==> config.mk <==
export PLATFORM = sky130hd
export DESIGN_NAME = maindec_pipe
export DESIGN_NICKNAME = d
export VERILOG_FILES = /design/src/rtl/maindec_pipe.sv
export SDC_FILE = /design/constraint.sdc
export NUM_CORES = 1
export LEC_CHECK = 0
export CAP_MARGIN = 20
export CORE_ASPECT_RATIO = 0.5
export CORE_MARGIN = 1.5
export CORE_UTILIZATION = 40
export DETAILED_ROUTE_END_ITERATION = 7
export GPL_TIMING_DRIVEN = 0
export HOLD_SLACK_MARGIN = 0.05
export PLACE_DENSITY_LB_ADDON = 0.1
export SYNTH_ARGS = -nofsm -noshare
export SYNTH_HDL_FRONTEND = slang
export SYNTH_SLANG_ARGS = --single-unit
==> constraint.sdc <==
create_clock -name clk -period 2.85 [get_ports clk]
set_input_delay 0.285 -clock clk [delete_from_list [all_inputs] [get_ports clk]]
set_output_delay 0.285 -clock clk [all_outputs]
set_load 0.005 [all_outputs]
==> src/rtl/maindec_pipe.sv <==
// maindec_pipe: registered main decoder feeding the ID/EX control register.
// Decodes the opcode in ID, captures the control bundle with stall/flush/bubble
// handling, flags unimplemented opcodes and keeps a saturating count of them.
module maindec_pipe #(
    parameter int unsigned EXT_OPS = 1,
    parameter int unsigned CNT_W   = 8
) (
    input  logic             clk,
    input  logic             reset,
    input  logic             stall,
    input  logic             flush,
    input  logic             in_valid,
    input  logic [6:0]       op,
    output logic             out_valid,
    output logic             RegWrite,
    output logic [2:0]       ImmSrc,
    output logic [1:0]       ALUSrcA,
    output logic             ALUSrcB,
    output logic             MemWrite,
    output logic [1:0]       ResultSrc,
    output logic             Branch,
    output logic [1:0]       ALUOp,
    output logic             Jump,
    output logic             JumpReg,
    output logic             illegal,
    output logic [CNT_W-1:0] illegal_cnt
);

    // Bundle layout, MSB first:
    // RegWrite, ImmSrc[2:0], ALUSrcA[1:0], ALUSrcB, MemWrite, ResultSrc[1:0],
    // Branch, ALUOp[1:0], Jump, JumpReg
    localparam int unsigned CtrlW = 15;

    localparam logic [6:0] OpLoad  = 7'b0000011;
    localparam logic [6:0] OpStore = 7'b0100011;
    localparam logic [6:0] OpReg   = 7'b0110011;
    localparam logic [6:0] OpBr    = 7'b1100011;
    localparam logic [6:0] OpImm   = 7'b0010011;
    localparam logic [6:0] OpJal   = 7'b1101111;
    localparam logic [6:0] OpLui   = 7'b0110111;
    localparam logic [6:0] OpAuipc = 7'b0010111;
    localparam logic [6:0] OpJalr  = 7'b1100111;
    localparam logic [6:0] OpNop   = 7'b0000000;

    localparam logic [CNT_W-1:0] CntMax = '1;

    logic [CtrlW-1:0] dec_ctrl;
    logic             dec_ill;

    logic [CtrlW-1:0] ctrl_d, ctrl_q;
    logic             valid_d, valid_q;
    logic             ill_d, ill_q;
    logic [CNT_W-1:0] cnt_d, cnt_q;

    // Opcode decode; unimplemented opcodes give zero controls, never X.
    always_comb begin
        dec_ctrl = '0;
        dec_ill  = 1'b0;
        case (op)
            OpLoad:  dec_ctrl = 15'b1_000_00_1_0_01_0_00_0_0;
            OpStore: dec_ctrl = 15'b0_001_00_1_1_00_0_00_0_0;
            OpReg:   dec_ctrl = 15'b1_000_00_0_0_00_0_10_0_0;
            OpBr:    dec_ctrl = 15'b0_010_00_0_0_00_1_01_0_0;
            OpImm:   dec_ctrl = 15'b1_000_00_1_0_00_0_10_0_0;
            OpJal:   dec_ctrl = 15'b1_011_00_0_0_10_0_00_1_0;
            OpLui:   dec_ctrl = 15'b1_100_01_1_0_00_0_00_0_0;
            OpAuipc: begin
                if (EXT_OPS != 0) dec_ctrl = 15'b1_100_10_1_0_00_0_00_0_0;
                else              dec_ill  = 1'b1;
            end
            OpJalr: begin
                if (EXT_OPS != 0) dec_ctrl = 15'b1_000_00_1_0_10_0_00_1_1;
                else              dec_ill  = 1'b1;
            end
            OpNop:   dec_ctrl = '0;
            default: dec_ill  = 1'b1;
        endcase
    end

    // Next state: flush beats stall; stall holds everything including the counter.
    always_comb begin
        ctrl_d  = ctrl_q;
        valid_d = valid_q;
        ill_d   = ill_q;
        cnt_d   = cnt_q;
        if (flush) begin
            ctrl_d  = '0;
            valid_d = 1'b0;
            ill_d   = 1'b0;
        end else if (!stall) begin
            if (!in_valid) begin
                ctrl_d  = '0;
                valid_d = 1'b0;
                ill_d   = 1'b0;
            end else begin
                ctrl_d  = dec_ctrl;
                valid_d = 1'b1;
                ill_d   = dec_ill;
                if (dec_ill && (cnt_q != CntMax)) cnt_d = cnt_q + CNT_W'(1);
            end
        end
    end

    // ID/EX control register with synchronous reset.
    always_ff @(posedge clk) begin
        if (reset) begin
            ctrl_q  <= '0;
            valid_q <= 1'b0;
            ill_q   <= 1'b0;
            cnt_q   <= '0;
        end else begin
            ctrl_q  <= ctrl_d;
            valid_q <= valid_d;
            ill_q   <= ill_d;
            cnt_q   <= cnt_d;
        end
    end

    assign {RegWrite, ImmSrc, ALUSrcA, ALUSrcB, MemWrite, ResultSrc,
            Branch, ALUOp, Jump, JumpReg} = ctrl_q;
    assign out_valid   = valid_q;
    assign illegal     = ill_q;
    assign illegal_cnt = cnt_q;

endmodule
# After elaboration in Yosys (flattened, before gate mapping)
# Index checks and enable logic that the tools add are counted.
dict set report word_totals {
  ff_bits 25
  input_bits 12
  out_inout_bits 25
  elab_cells 27
}
dict set report op_classes {
  n_addsub 1
  eq_ne 10
  n_mux 5
  n_bitwise 2
  n_reduce_logical 5
}
# op n
set ops {}
lappend ops {{15-bit one-hot mux with 9 select lines} 1}
lappend ops {{7-bit by 6-bit == test with 1-bit output (second input constant)} 3}
lappend ops {{7-bit == test (second input constant)} 3}
lappend ops {{15-bit 2-to-1 mux} 1}
lappend ops {{7-bit by 5-bit == test with 1-bit output (second input constant)} 2}
lappend ops {{10-bit OR reduction} 1}
lappend ops {{8-bit by 1-bit adder with 8-bit output (second input constant)} 1}
lappend ops {{8-bit inequality test (second input constant)} 1}
lappend ops {{7-bit by 2-bit == test with 1-bit output (second input constant)} 1}
lappend ops {{7-bit logical NOT} 1}
lappend ops {{4-bit AND reduction} 1}
lappend ops {{1-bit 2-to-1 mux} 3}
lappend ops {{1-bit inverter} 2}
lappend ops {{2-bit OR reduction} 1}
lappend ops {{1-bit logical AND} 1}

# Longest topological paths before layout
dict set report logic_depth {
  depth_word 5
  depth_mapped 7
  depth_no_buf 6
}

# Worst setup path before layout
# No wires, ideal clock.
dict set report synth_timing {
  path_type {reg-to-reg}
  start {register cnt_q[0], in the netlist illegal_cnt[0]}
  end {register cnt_q[6], in the netlist illegal_cnt[6]}
  setup_ns 0.121
  arrival_ns 1.723
  required_time_ns 2.729
  setup_slack_ns 1.005
  path_stages_with_launch 8
  path_buffers 1
  synth_period_minus_slack_ns 1.845
  cell_sequence {dfxtp_1 > ha_1 > and3_1 > a31o_2 > nor3_2 > buf_6 > nand4_2 > mux2_4}
}
dict set report synth_via {
  elab_chain_len 3
  elab_cells_between_ends 4
}
# item line
set synth_rtl {}
lappend synth_rtl {{start: declaration} 53} ;# logic [CNT_W-1:0] cnt_d, cnt_q;
lappend synth_rtl {{start signal: assignment} 115} ;# cnt_q <= cnt_d;
lappend synth_rtl {{branches (longest 3 deep; another with 8-bit by 1-bit adder with 8-bit output)} -}
# Several ways; the timed one is not identified.
# A chain may end at the register's enable or synchronous reset.

# Worst setup path in the final report
dict set report layout_timing {
  start {input op[3]}
  end {register cnt_q[7], in the netlist illegal_cnt[7]}
}
dict set report layout_via {
  elab_chain_len 5
  elab_cells_between_ends 14
}
# item line
set layout_rtl {}
lappend layout_rtl {{start: declaration} 13} ;# input logic [6:0] op,
lappend layout_rtl {{7-bit == test, or another cell as far along} 59} ;# case (op)
lappend layout_rtl {{10-bit OR reduction (no source line) (*)} -}
lappend layout_rtl {{1-bit 2-to-1 mux (*)} -}
lappend layout_rtl {{1-bit logical AND (*)} 99} ;# if (dec_ill && (cnt_q != CntMax)) cnt_d = cnt_q + CNT_W'(1);
lappend layout_rtl {{4-bit AND reduction (no source line) (*)} -}
# Every way passes the cells marked *; elsewhere a longest branch is shown, timed or not.

==> impl_metrics.py <==
metrics = {
    "global_route": {
        "grt_usage_pct": 17.2,
        "grt_pass1_vias": 889,
        "grt_overflow": 0,
        "grt_pass1_wl_um": 4000,
        "antenna_found_initial": 0,
        "grt_max_degree": 13,
    },
    "layout": {
        "design_area_mm2": 0.00157,
        "fill_cells": 252,
        "area_growth_pct": 39.0,
        "drive_gt1_share_pct": 12.7,
        "fin_nets": 180,
        "fin_util_pct": 59.7,
        "diodes": 0,
    },
    "pwr": {
        "p_int_w": 0.000455,
        "comb_power_share_pct": 11.2,
        "pwr-share-seq_pct": 55.0,
        "p_sw_share_pct": 22.9,
        "p_leak_nw": 0.573,
        "net-switching-power_w": 0.000135,
        "peakVddDrop_mv": 0.210,
        "clock_power_share_pct": 33.8,
        "p_per_area_mw_per_mm2": 375,
        "power_w": 0.000590,
    },
    "synthesis": {
        "synth_most_common_cell": "dfxtp_1",
        "synth_top_area_share_pct": 40.7,
        "syn_avg_cell_area_um2": 8.91,
        "synth_area_leaders": "dfxtp_1 (41%), nand2_1 (5.0%), a21oi_1 (4.9%)",
        "ys_async_sr_fraction_pct": 0,
        "synthCells": 127,
        "ys_top_cells_by_count": "dfxtp_1 (23), nand2_1 (15), nor2_1 (13), a21oi_1 (11)",
        "synth_cell_types": 39,
        "yosys_warnings": 0,
        "synthFlopType": "dfxtp_1",
        "syn-cell-area_mm2": 0.00113,
        "synth-edff-count": 0,
        "yosysTopAreaCell": "dfxtp_1",
        "yosys_register_bits": 23,
        "yosysSeqAreaShare_pct": 40.7,
        "syn_nets": 140,
    },
    "floorplan": {
        "die_x_um": 78.2,
        "start_util_pct": 42.9,
        "die-area_mm2": 0.00317,
        "rows": 13,
        "fp.dieH_um": 40.6,
        "core_area_mm2": 0.00264,
        "pin_count": 37,
    },
    "setup_path": {
        "cp_max_fo": 10,
        "worst_ep_arrival_time_ns": 2.16,
        "crit_chain": "clkdlybuf4s50_1, a21boi_2, a2111oi_2, nor3_2, buf_6, nand4_2, mux2_4",
        "crit_path_top_delay_cell": "clkdlybuf4s50_1",
        "required_ns": 3.01,
        "slowest_delay_ns": 0.55,
        "crit_path_end_kind": "register",
        "startpoint_type": "input port",
        "critPathKind": "input port to register",
    },
    "sta": {
        "timing.final.crit_period_ns": 2.00,
        "whs_ns": 0.367,
        "hold_viol": 0,
        "tightest_slew_ns": 0.490,
        "relSlewSlack_pct": 67.3,
        "totalNegativeSetupSlack_ns": 0,
        "clock_skew_ns": 0.00110,
        "rsz0062_at_grt": "false",
        "max_freq_mhz": 499,
        "finalCritPeriodShare_pct": 70.3,
        "setup_viol": 0,
        "final_max_slew_viol_count": 0,
    },
    "placed_design": {
        "gp_congestion": 0.859,
        "hpwl_um": 1820,
        "portBuffers": 35,
        "placed_cell_area_mm2": 0.00153,
    },
    "drt": {
        "wl_um": 2510,
        "vias": 1022,
        "vias_per_cell": 5.03,
        "wl_per_cell_um": 12.4,
        "antenna_left": 0,
        "drt_iter0_drc": 27,
        "first_pass_iters": 4,
        "drc": 0,
    },
    "clock_tree": {
        "hold_buffers": 0,
        "cts_root_buffer": "clkbuf_8",
        "post-cts-setup-buffers": 0,
        "clkLatencyLatePin_ns": 0.26,
        "cts_buffer_depth": 2,
        "htreeDepth": 1,
        "cts_tree": "yes",
        "cts.sinks": 23,
        "clk_pin_slew_ns": 0.08,
        "ctsResizeCount": 0,
        "numCtsBuffers": 3,
    },
    "run": {
        "max_cap_violations": 0,
    },
    "outcome": {
        "status": "finished clean",
    },
    "min_path": {
        "min_path_type": "input port to register",
    },
}
==> power by group through the flow <==
stage / clock, W / sequential, W / combinational, W
floorplan: 0 / 0.000333 / 0.0000339
global placement: 0 / 0.000332 / 0.0000656
detailed placement: 0 / 0.000332 / 0.0000662
CTS: 0.000212 / 0.000325 / 0.0000664
global route: 0.000223 / 0.000325 / 0.0000723
finish: 0.000199 / 0.000325 / 0.0000662
==> per-layer routing <==
| layer | up-vias | part of all wire [%] | track usage [%] |
|---|---|---|---|
| li1 | 526 | - | - |
| met5 | - | 0 | 0 |
| met3 | 5 | 5.2 | 5.23 |
| met1 | 468 | 50 | 21.8 |
| met4 | 0 | 1.4 | 6.70 |
| met2 | 23 | 44 | 28.5 |
==> critical path, delay by kind of cell <==
family                 cells  cell delay, ns
AO/OA/AOI/OAI              2            0.67
buffers and inverters      2            0.71
multiplexers               1            0.29
AND/OR/NAND/NOR            2            0.21
==> cells by family after synthesis <==
group           Yosys count  share of synthesized area, %
compound gates           30                          18.6
xor+xnor                  1                         0.774
fa+ha+maj                 1                          1.11
buf+inv                  10                          5.09
flops                    23                          40.7
mux                       4                          4.54
simple gates             58                          29.2
==> worst paths after layout <==
check	start	to	slack, ns	cells past startpoint
setup / recovery	op[3]	illegal_cnt[7]$_SDFFE_PP0P_	0.85	7
setup reg to reg	illegal_cnt[0]$_SDFFE_PP0P_	illegal_cnt[7]$_SDFFE_PP0P_	0.90	7
hold reg to reg	ctrl_q[5]$_SDFFE_PP0N_	ctrl_q[5]$_SDFFE_PP0N_	0.47	2
hold / removal	stall	ctrl_q[12]$_SDFFE_PP0N_	0.37	3
==> cells in the final DEF, fill, tap and decap left out, types with 2 or more instances in the layout <==
cell / count
clkdlybuf4s50_1: 35
dfxtp_1: 23
nand2_1: 15
nor2_1: 13
a21oi_1: 11
clkbuf_1: 6
nor2b_1: 5
a21bo_1: 4
a31oi_1: 4
nand3b_1: 4
buf_4: 3
and3_1: 3
nand4_1: 3
o21ai_0: 3
clkbuf_8: 3
nand2b_1: 2
nor3b_2: 2
nand4_2: 2
mux2_4: 2
nand3_1: 2
==> sequential cells by signal, indices dropped and copies added (netlist names) <==
signal,count
illegal,1
illegal_cnt,8
out_valid,1
ctrl_q,13
==> area by class of cell <==
class / count / area, um^2 / share of cell area (%)
plain buffers: 10 / 57.6 / 3.66
clock buffers: 4 / 45.0 / 2.86
multi-input cells: 94 / 613 / 39.0
flip-flops and latches: 23 / 460 / 29.3
well taps: 37 / 46.3 / 2.94
repair buffers: 35 / 350 / 22.3
==> metrics by stage <==
step,cells,setup slack [ns]
finish,203,0.846
global route,203,0.760
CTS,203,0.842
detailed placement,199,0.561
global placement,199,0.594
floorplan,127,1.01
(Power assumes the default switching activity.)
